[src/rtl/fifo_reader_if.sv]
// Purpose: groups the FIFO read-side signals and the outgoing valid/ready stream of fifo_reader.
// Ports  : o_fifo_rd / i_fifo_empty_n / i_fifo_data (FIFO side), o_valid / i_ready / o_data (stream side).
// Modports: master = the reader itself, slave = the FIFO plus downstream consumer environment.
interface fifo_reader_if #(
  parameter int B = 8
) ();
  logic         o_fifo_rd;
  logic         i_fifo_empty_n;
  logic [B-1:0] i_fifo_data;
  logic         o_valid;
  logic         i_ready;
  logic [B-1:0] o_data;

  modport master (
    output o_fifo_rd, o_valid, o_data,
    input  i_fifo_empty_n, i_fifo_data, i_ready
  );

  modport slave (
    input  o_fifo_rd, o_valid, o_data,
    output i_fifo_empty_n, i_fifo_data, i_ready
  );
endinterface

[src/rtl/fifo_reader.sv]
// Purpose: drains a registered-output FIFO into a valid/ready stream through a 4-entry skid buffer.
// Latency: a word is presented RD_LAT rising edges after the edge that samples its o_fifo_rd.
// Backpressure: reads are credit-limited (buffered + in-flight <= 4), so i_ready never gates o_fifo_rd.
// Ports: i_clk, i_rst_n (async active-low), i_en (allow new reads), o_idle (nothing buffered or in flight),
//        bus (fifo_reader_if.master): FIFO rd/empty_n/data and stream valid/ready/data.
module fifo_reader #(
  parameter int B      = 8,
  parameter int RD_LAT = 2
) (
  input  logic          i_clk,
  input  logic          i_rst_n,
  input  logic          i_en,
  output logic          o_idle,
  fifo_reader_if.master bus
);

  logic [B-1:0]      mem [4];
  logic [1:0]        wptr;
  logic [1:0]        rptr;
  logic [2:0]        occ;
  logic [RD_LAT-1:0] trk;
  logic [2:0]        inflight;
  logic              credit_ok;
  logic              rd;
  logic              cap;
  logic              pop;

  // Number of reads issued whose data has not yet returned.
  always_comb begin
    inflight = '0;
    for (int i = 0; i < RD_LAT; i++) begin
      inflight = inflight + {2'b00, trk[i]};
    end
  end

  // Every issued read owns a buffer slot until it is popped, so a returning word can never overflow.
  // Widened to 4 bits so a broken invariant cannot wrap back into the "room left" range.
  assign credit_ok = ({1'b0, occ} + {1'b0, inflight}) < 4'd4;
  assign rd        = i_en & bus.i_fifo_empty_n & credit_ok;
  assign cap       = trk[RD_LAT-1];
  assign pop       = (occ != 3'd0) & bus.i_ready;

  always_ff @(posedge i_clk or negedge i_rst_n) begin
    if (!i_rst_n) begin
      trk  <= '0;
      wptr <= '0;
      rptr <= '0;
      occ  <= '0;
      for (int i = 0; i < 4; i++) begin
        mem[i] <= '0;
      end
    end else begin
      trk <= (trk << 1) | RD_LAT'(rd);
      if (cap) begin
        mem[wptr] <= bus.i_fifo_data;
        wptr      <= wptr + 2'd1;
      end
      if (pop) begin
        rptr <= rptr + 2'd1;
      end
      case ({cap, pop})
        2'b10:   occ <= occ + 3'd1;
        2'b01:   occ <= occ - 3'd1;
        default: ;
      endcase
    end
  end

  assign bus.o_fifo_rd = rd;
  assign bus.o_valid   = (occ != 3'd0);
  assign bus.o_data    = (occ != 3'd0) ? mem[rptr] : '0;
  assign o_idle        = (occ == 3'd0) && (inflight == 3'd0);

endmodule

[src/flat_wrapper.sv]
// flat-port wrapper written by rule: the top's interface ports become plain ports
module fifo_reader_flat 
#(
  parameter int B      = 8,
  parameter int RD_LAT = 2
)
  (i_clk, i_rst_n, i_en, o_idle, bus_o_fifo_rd, bus_o_valid, bus_o_data, bus_i_fifo_empty_n, bus_i_fifo_data, bus_i_ready);
  fifo_reader_if #(.B(B)) bus_i ();
  input  logic i_clk;
  input  logic i_rst_n;
  input  logic i_en;
  output logic o_idle;
  output wire logic [$bits(bus_i.o_fifo_rd)-1:0] bus_o_fifo_rd;
  output wire logic [$bits(bus_i.o_valid)-1:0] bus_o_valid;
  output wire logic [$bits(bus_i.o_data)-1:0] bus_o_data;
  input wire logic [$bits(bus_i.i_fifo_empty_n)-1:0] bus_i_fifo_empty_n;
  input wire logic [$bits(bus_i.i_fifo_data)-1:0] bus_i_fifo_data;
  input wire logic [$bits(bus_i.i_ready)-1:0] bus_i_ready;
  assign bus_o_fifo_rd = bus_i.o_fifo_rd;
  assign bus_o_valid = bus_i.o_valid;
  assign bus_o_data = bus_i.o_data;
  assign bus_i.i_fifo_empty_n = bus_i_fifo_empty_n;
  assign bus_i.i_fifo_data = bus_i_fifo_data;
  assign bus_i.i_ready = bus_i_ready;
  fifo_reader #(.B(B), .RD_LAT(RD_LAT)) u_core (.i_clk(i_clk), .i_rst_n(i_rst_n), .i_en(i_en), .o_idle(o_idle), .bus(bus_i));
endmodule
[config.mk]
export PLATFORM = sky130hd
export DESIGN_NAME = fifo_reader_flat
export DESIGN_NICKNAME = d
export VERILOG_FILES = /design/src/rtl/fifo_reader_if.sv /design/src/rtl/fifo_reader.sv /design/src/flat_wrapper.sv
export SDC_FILE = /design/constraint.sdc
export NUM_CORES = 1
export LEC_CHECK = 0
export BUFFER_PORTS_ARGS = -buffer_cell sky130_fd_sc_hd__buf_2
export CORE_MARGIN = 2
export CORE_UTILIZATION = 40
export CTS_BUF_LIST = sky130_fd_sc_hd__clkbuf_16
export DETAILED_ROUTE_END_ITERATION = 8
export GPL_TIMING_DRIVEN = 0
export HOLD_SLACK_MARGIN = 0.1
export SYNTH_ARGS = -nofsm -noshare
export SYNTH_HDL_FRONTEND = slang
export SYNTH_SLANG_ARGS = --single-unit
[constraint.sdc]
create_clock -name i_clk -period 2.5 [get_ports i_clk]
set_input_delay 0.125 -clock i_clk [delete_from_list [all_inputs] [get_ports i_clk]]
set_output_delay 0.125 -clock i_clk [all_outputs]
set_load 0.02 [all_outputs]
Word-level counts from Yosys, hierarchy flattened
Cells that the tools add are included.

Register bits: 41. Latch bits: 0. Bits in writable memories: 0. Memory bits (read-only): 0. Bits of input ports: 13. Output and inout port bits: 11. Word-level logic and storage cells: 40. Memories kept: 0.

$add $sub $neg: 6. Multiply operators: 0. Divide/modulo/power cells: 0. Magnitude comparators: 4. Equal/unequal tests: 2. Shift-type cells: 0. Muxes and demuxes: 8. Bitwise gates (word level): 6. Reduce and logical (&&, ||, !) cells: 6.

Operator list (count): 32-bit bitwise mux (1); 8-bit two-way mux (4); 8-bit binary-select mux with 2-bit select (1); 8-bit demux with 2-bit select (1); 3-bit greater-or-equal comparator (second input constant) (2); 3-bit logical NOT (2); 2-bit inverter with 3-bit output (2); 3-bit case mux with 2 select lines (1); 2-bit by 1-bit adder with 2-bit output (second input constant) (2); 3-bit by 3-bit adder with 4-bit output (1); 4-bit by 3-bit less-than comparator with 1-bit output (second input constant) (1); 3-bit by 1-bit adder with 3-bit output (second input constant) (1); 1-bit AND (3); 3-bit by 1-bit less-than comparator with 1-bit output (second input constant) (1); 3-bit nonzero test (1); 3-bit by 1-bit subtractor with 3-bit output (second input constant) (1); 1-bit by 1-bit adder with 2-bit output (1); 2-bit by 1-bit == test with 1-bit output (second input constant) (1); 2-bit == test (second input constant) (1); 1-bit logical AND (2); 2-bit by 1-bit bitwise OR with 2-bit output (1); 2-bit nonzero test (1).

Depth between registers and ports, before layout
Gate-level depths: netlist of run 1.

Depth in word-level cells: 6. Mapped depth: 8. Mapped depth without buffers: 8.

Least setup slack after synthesis of run 1
OpenSTA, ideal clock, no wires.

Path kind: register -> register. Start point: reg u_core.occ[1]. End point: reg u_core.occ[1]. Arrival: 1.763 ns. Slack: 0.655 ns. Stages on the path, launching flop included: 7. Period minus slack after synthesis: 1.845 ns. Cells stage by stage: dfrtp_1 > or3_1 > and2_1 > ha_1 > inv_1 > fa_1 > o21ai_0.

Cells in the longest elaborated chain, start to end: 4.

Ends and longest elaborated chain: from (decl) (line fifo_reader.sv:20) `logic [2:0] occ;`; from (signal assigned) (line fifo_reader.sv:62) `2'b10: occ <= occ + 3'd1;`; from (signal assigned) (line fifo_reader.sv:63) `2'b01: occ <= occ - 3'd1;`; 3-bit nonzero test (*) (line fifo_reader.sv:41) `assign pop = (occ != 3'd0) & bus.i_ready;`; 1-bit AND (*) (line fifo_reader.sv:41); named net u_core.pop (line fifo_reader.sv:26) `logic pop;`; 2-bit by 1-bit == test with 1-bit output or 2-bit == test (tied branches) (line fifo_reader.sv:61) `case ({cap, pop})`; 3-bit case mux with 2 select lines or 2-bit nonzero test (tied branches).

Mark *: on every way through the listed nets, which the timed path passes. The rest lies on a longest branch. A chain may end at the register's enable or synchronous reset.

Worst setup path in the final report of run 1
Start point: reg u_core.trk[0]. End point: out bus_o_fifo_rd.

Cells in the longest elaborated chain, start to end: 4.

Ends and longest elaborated chain: from (decl) (line fifo_reader.sv:21) `logic [RD_LAT-1:0] trk;`; from (signal assigned) (line fifo_reader.sv:53) `trk <= (trk << 1) | RD_LAT'(rd);`; 1-bit by 1-bit adder with 2-bit output (line fifo_reader.sv:32) `inflight = inflight + {2'b00, trk[i]};`; 3-bit by 3-bit adder with 4-bit output (line fifo_reader.sv:38) `assign credit_ok = ({1'b0, occ} + {1'b0, inflight}) < 4'd4;`; 4-bit by 3-bit less-than comparator with 1-bit output (line fifo_reader.sv:38); 1-bit AND (line fifo_reader.sv:39) `assign rd = i_en & bus.i_fifo_empty_n & credit_ok;`; to (decl) (line flat_wrapper.sv:13) `output wire logic [$bits(bus_i.o_fifo_rd)-1:0] bus_o_fifo_rd;`.

No other way between the ends.

==> out/summary.md, run 1 <==
* H-tree level count: 2
* actual slew at the worst max-slew pin: 0.908 ns
* worst reg2reg endpoint: u_core.occ[1]
* post-synthesis cell type count: 19
* CP required: 2.38 ns
* DRC violation count after routing: 0
* Syn Nets: 154
* IR Drop Worst-Case VDD: 0.452 mV
* Clock power frac: 0.193
* setup repair after global routing missed its margin: false
* Detailed Place HPWL: 2420 um
* sw frac: 0.338
* leading cell type in the layout, fill and taps excluded: sky130_fd_sc_hd__dfrtp_1
* total wire length after detailed routing: 3610 um
* placeable core area: 4660 um2
* CTS tree: yes
* post-layout power: 3.14 mW
* total internal power: 2.08 mW
* source of the worst hold timing path: bus_i_fifo_data[4]
* worst clock skew: 0.00206 ns
* number of hold buffers added after cts: 3
* number of warning messages in the yosys log: 0
* count of placed standard cells in the final layout, fillers left out: 220
* CP arrival: 2.17 ns
* initial antenna violation count: 0
* maximum buffer depth of the clock tree: 2
* combinational power share: 0.436
* Pre-Repair DR Iteration Count: 4
* average wire per standard cell: 16.4 um
* full die area: 5360 um2
* post-synthesis async set-or-reset flop share: 1.00
* post-synthesis instance total: 132
* most used cells in the layout excluding fill and tap cells: sky130_fd_sc_hd__dfrtp_1, sky130_fd_sc_hd__mux2_2, sky130_fd_sc_hd__buf_2
* area grow syn2layout: 18.3%
* mean instance size in the synthesized netlist: 14.5 um2
* switching power summed over all nets: 1.06 mW
* utilization of the core after routing: 0.487
* number of setup violations in the final report: 0
* number of enable-type register cells in the synthesized netlist: 0
* source-to-sink clock delay at the later pin of the worst-skew pair: 0.28 ns
* final net count: 187
* final setup TNS: 0 ns
* power density over the cells: 1380 nW/um2
* Placed Instances: 209
* global-route usage over all layers: 0.156
* Synth Flop Type: sky130_fd_sc_hd__dfrtp_1
* max-capacitance violation count: 0
* initial core utilization: 0.411
* number of routed nets with antenna violations: 0
* Resized Gates After CTS: 0
* vertical extent of the die: 73.2 um
* sequential share of the synthesized area: 0.535
* Initial DRC Count: 37
* Rel. slew slack: 0.394
* via count of the first global-routing pass: 1246
* startpoint type of the worst setup path: register
* input/output buffers: 23
* Die X: 73.2 um
* highest clock rate: 435 MHz
* IO Pins: 24
* final critical delay including setup and external delays: 2.30 ns
* number of sinks on the clock net: 41
* root buffer selected by CTS: sky130_fd_sc_hd__clkbuf_16
* global-route wire length before repair: 6140 um
* nature of the critical path endpoint: output port
* run status: finished, final reports clean
* Inserted Clock Buffers: 5
* antenna diode count: 0
* layout cells sized above 1: 0.440
* cell count of the worst hold path: 2
* number of pins with negative max-slew slack in the final report: 0
* worst reg-to-reg path cell count: 6
* number of cell rows: 25
* setup slack of the worst register-to-register path: 0.47 ns
* detail-routed via count per cell: 5.03
* worst r2r src: u_core.occ[1]
* path category of the worst min-delay check: in -> reg
* Leak Pwr: 1.04 nW
* Filler Cells Inserted: 405
* number of vias in the routed layout: 1106
* flop and latch count out of synthesis: 41
* kind of critical path: reg -> out
* post-CTS setup buffer count: 0
* remaining global-route overflow: 0
* final hold viol count: 0
* clock transition at the registers of the reported paths: 0.06 ns
* Worst Path Max Fanout: 3
* cell area after synthesis: 1920 um2
* worst-case hold path end point: u_core.mem[4]
* maximum number of pins on one net before global-route repair: 42
* power share of the sequential group: 0.372
* period utilization: 0.919
* final weighted congestion of routability-driven global placement: 0.667
[Yosys cell counts, types with 2 or more instances]
library cell / count / area (um2)
sky130_fd_sc_hd__xor2_1: 4 / 35.0
sky130_fd_sc_hd__mux2_2: 32 / 360
sky130_fd_sc_hd__nor2_1: 3 / 11.3
sky130_fd_sc_hd__inv_1: 8 / 30.0
sky130_fd_sc_hd__o21ai_0: 2 / 10.0
sky130_fd_sc_hd__ha_1: 8 / 100
sky130_fd_sc_hd__and2_1: 9 / 56.3
sky130_fd_sc_hd__nand3_1: 2 / 10.0
sky130_fd_sc_hd__mux4_2: 8 / 180
sky130_fd_sc_hd__nand2_1: 6 / 22.5
sky130_fd_sc_hd__dfrtp_1: 41 / 1030
sky130_fd_sc_hd__xnor2_1: 2 / 17.5
[cells by family (layout without fill, tap and decap cells)]
kind of cell,Yosys count,in the layout,share of synthesized area
muxes,40,40,0.282
and+or+nand+nor,21,21,0.0555
DFF,41,41,0.535
AOI/OAI and AO/OA,3,3,0.00849
buffers and inverters,12,46,0.0287
adders and majority gates,9,9,0.0627
xor gates and xnor gates,6,6,0.0274
[metrics by stage]
| stage | setup WS [ns] | hold WS, ns | area (um2) |
|---|---|---|---|
| after global routing | 0.0567 | 0.126 | 2270 |
| after CTS | 0.198 | 0.120 | 2270 |
| after detailed placement | 0.517 | 0.313 | 2100 |
| final | 0.203 | 0.120 | 2270 |
| after global placement | 0.564 | 0.294 | 2100 |
| after floorplan | 0.655 | -0.171 | 1920 |
[cell type report]
cell class                 instances  area [um2]  area share
buffer                             4        25.0      0.0110
timing repair buffer              26         145      0.0640
clock buffer                       5         125      0.0552
sequential                        41        1030       0.452
multi-input combinational         79         836       0.368
tap                               54        67.6      0.0298
clock inverter                     3        13.8     0.00607
inverter                           8        30.0      0.0132
[worst max-delay path by stage]
stage / start / depth (start not counted) / slack [ns] / endpoint
after floorplan: u_core.occ[1] / 6 / 0.65 / u_core.occ[1]
after global placement: u_core.occ[1] / 8 / 0.56 / u_core.occ[2]
after detailed placement: u_core.occ[1] / 6 / 0.52 / u_core.occ[1]
after CTS: u_core.trk[0] / 7 / 0.20 / bus_o_fifo_rd
after global routing: u_core.trk[0] / 7 / 0.06 / bus_o_fifo_rd
final: u_core.trk[0] / 7 / 0.20 / bus_o_fifo_rd
[power by group through the flow]
| stage | clock network [mW] | registers, mW | logic [mW] |
|---|---|---|---|
| finish | 0.605 | 1.17 | 1.37 |
| global route | 0.643 | 1.22 | 1.51 |
| CTS | 0.620 | 1.17 | 1.39 |
| detailed placement | 0 | 1.18 | 1.38 |
| global placement | 0 | 1.15 | 1.33 |
| floorplan | 0 | 1.12 | 1.06 |
[worst max-delay path, stage by stage (launching register included)]
cell                            delay, ns
sky130_fd_sc_hd__dfrtp_1             0.41
sky130_fd_sc_hd__ha_1                0.21
sky130_fd_sc_hd__ha_1                0.18
sky130_fd_sc_hd__nor2_1              0.08
sky130_fd_sc_hd__nand3_1             0.07
sky130_fd_sc_hd__dlygate4sd3_1       0.56
sky130_fd_sc_hd__a31oi_1             0.19
sky130_fd_sc_hd__buf_2               0.20
[flip-flops by register name, summed over array words and instances (netlist names)]
| name | count |
|---|---|
| u_core.wptr | 2 |
| u_core.occ | 3 |
| u_core.rptr | 2 |
| u_core.mem | 32 |
| u_core.trk | 2 |
[layer usage]
metal	GRT usage	wire length [um]	vias up
met3	0.0414	104	4
met4	0.0309	38	0
met5	0	0	-
met1	0.196	1580	560
met2	0.270	1890	17
li1	-	-	525
(Power assumes the default switching activity.)
==> run 2, diff against run 1 <==
Settings changed: CORE_MARGIN 2 to default.
==> out/summary.md, run 2 (same netlist as run 1, synthesis figures left out) <==
* Leak Pwr: 1.05 nW, was 1.04 nW
* Clock power frac: 0.242, was 0.193
* root buffer selected by CTS: sky130_fd_sc_hd__clkbuf_16, unchanged
* period utilization: 0.783, was 0.919
* Pre-Repair DR Iteration Count: 6, was 4
* register with the most flip-flops: u_core.mem, unchanged
* registers with the most flip-flops: u_core.mem: 32 flops, u_core.occ: 3 flops, unchanged
* power share of the sequential group: 0.353, was 0.372
* maximum buffer depth of the clock tree: 2, unchanged
* source-to-sink clock delay at the later pin of the worst-skew pair: 0.27 ns, was 0.28 ns
* IR Drop Worst-Case VDD: 0.609 mV, was 0.452 mV
* Rel. slew slack: 0.382, was 0.394
* IO Pins: 24, unchanged
* number of sinks on the clock net: 41, unchanged
* global-route wire length before repair: 6230 um, was 6140 um
* max reg flops: 32, unchanged
* power density over the cells: 1450 nW/um2, was 1380 nW/um2
* actual slew at the worst max-slew pin: 0.927 ns, was 0.908 ns
* Die X: 71.2 um, was 73.2 um
* path category of the worst min-delay check: in -> reg, unchanged
* remaining global-route overflow: 0, unchanged
* clock transition at the registers of the reported paths: 0.06 ns, about the same
* combinational power share: 0.405, was 0.436
* run status: finished with violations, was finished, final reports clean
* leading cell type in the layout, fill and taps excluded: sky130_fd_sc_hd__dfrtp_1, unchanged
* maximum number of pins on one net before global-route repair: 42, unchanged
* via count of the first global-routing pass: 1282, was 1246
* kind of critical path: reg -> reg, was reg -> out
* Inserted Clock Buffers: 5, unchanged
* final net count: 186, was 187
* placeable core area: 4470 um2, was 4660 um2
* final critical delay including setup and external delays: 1.96 ns, was 2.30 ns
* Final Worst Setup Slack: 0.542 ns, was 0.203 ns
* number of cell rows: 24, was 25
* number of pins with negative max-slew slack in the final report: 0, unchanged
* worst clock skew: 0.00248 ns, was 0.00206 ns
* number of setup violations in the final report: 0, unchanged
* startpoint type of the worst setup path: register, unchanged
* most used cells in the layout excluding fill and tap cells: sky130_fd_sc_hd__dfrtp_1, sky130_fd_sc_hd__mux2_2, sky130_fd_sc_hd__buf_2, unchanged
* final setup TNS: 0 ns, unchanged
* detail-routed via count per cell: 5.26, was 5.03
* highest clock rate: 511 MHz, was 435 MHz
* CP arrival: 2.15 ns, was 2.17 ns
* number of routed nets with antenna violations: 0, unchanged
* post-layout power: 3.35 mW, was 3.14 mW
* total wire length after detailed routing: 3600 um, was 3610 um
* average wire per standard cell: 16.6 um, was 16.4 um
* final hold viol count: 0, unchanged
* post-CTS setup buffer count: 0, unchanged
* Worst Path Max Fanout: 4, was 3
* CP required: 2.69 ns, was 2.38 ns
* full die area: 5070 um2, was 5360 um2
* layout cells sized above 1: 0.448, was 0.440
* number of vias in the routed layout: 1142, was 1106
* input/output buffers: 23, unchanged
* total internal power: 2.28 mW, was 2.08 mW
* initial core utilization: 0.428, was 0.411
* Initial DRC Count: 32, was 37
* area grow syn2layout: 20.4%, was 18.3%
* setup repair after global routing missed its margin: false, unchanged
* H-tree level count: 2, unchanged
* worst slack, placed: 0.522 ns, was 0.517 ns
* DRC violation count after routing: 1, was 0
* nature of the critical path endpoint: register, was output port
* vertical extent of the die: 71.2 um, was 73.2 um
* max-capacitance violation count: 0, unchanged
* final weighted congestion of routability-driven global placement: 0.669, was 0.667
* failing checks: design-rule violations
* antenna diode count: 0, unchanged
* initial antenna violation count: 0, unchanged
* CTS tree: yes, unchanged
* sw frac: 0.319, was 0.338
* switching power summed over all nets: 1.07 mW, was 1.06 mW
* global-route usage over all layers: 0.165, was 0.156
## run 2: area by class of cell
type / count / area, um2
well taps: 52 / 65.1
inverters: 8 / 30.0
multi-input cells: 79 / 836
fillers: 386 / 2170
clock inverters: 3 / 65.1
flip-flops and latches: 41 / 1030
plain buffers: 4 / 25.0
clock buffers: 5 / 125
repair buffers: 25 / 135
## run 2: final timing paths
| path | end | start | slack, ns | depth (start not counted) |
|---|---|---|---|---|
| min in group asynchronous | u_core.occ[0] | i_rst_n | 0.52 | 2 |
| max in group asynchronous | u_core.mem[10] | i_rst_n | 1.39 | 2 |
| hold / removal | u_core.trk[0] | i_en | 0.11 | 3 |
| setup reg to reg | u_core.occ[1] | u_core.occ[1] | 0.54 | 6 |
| hold reg to reg | u_core.trk[1] | u_core.trk[0] | 0.41 | 0 |
| setup / recovery | u_core.occ[1] | u_core.occ[1] | 0.54 | 6 |
## run 2: layer usage
metal | GRT usage | vias up | routed length (um)
li1 | - | 528 | -
met1 | 0.223 | 584 | 1660
met2 | 0.260 | 21 | 1760
met3 | 0.0380 | 9 | 104
met4 | 0.0689 | 0 | 75
met5 | 0 | - | 0
## run 2: worst max-delay path: stages (launching register included)
cell and delay [ns]:
sky130_fd_sc_hd__dfrtp_1 0.42, sky130_fd_sc_hd__or3_1 0.41, sky130_fd_sc_hd__and2_1 0.20, sky130_fd_sc_hd__ha_1 0.22, sky130_fd_sc_hd__inv_1 0.07, sky130_fd_sc_hd__fa_1 0.39, sky130_fd_sc_hd__o21ai_0 0.17
## run 2: what timing repair did
action                    4_1_cts  5_1_grt
hold buffers                    2        0
hold endpoints to repair       42        0
resized for setup               0        0
## run 2: metrics by stage
step	hold slack [ns]	area, um2	instances	utilization
after CTS	0.105	2310	217	0.516
after global placement	0.287	2100	207	0.469
after global routing	0.125	2310	217	0.516
after detailed placement	0.315	2100	207	0.469
final	0.114	2310	217	0.516
after floorplan	-0.171	1920	132	-
## run 2: power by group through the flow
stage          sequential (mW)  clock (mW)  combinational [mW]
2_1_floorplan             1.12           0                1.06
6_report                  1.18       0.811                1.36
3_3_place_gp              1.15           0                1.33
5_1_grt                   1.22       0.858                1.51
3_5_place_dp              1.19           0                1.38
4_1_cts                   1.18       0.829                1.38
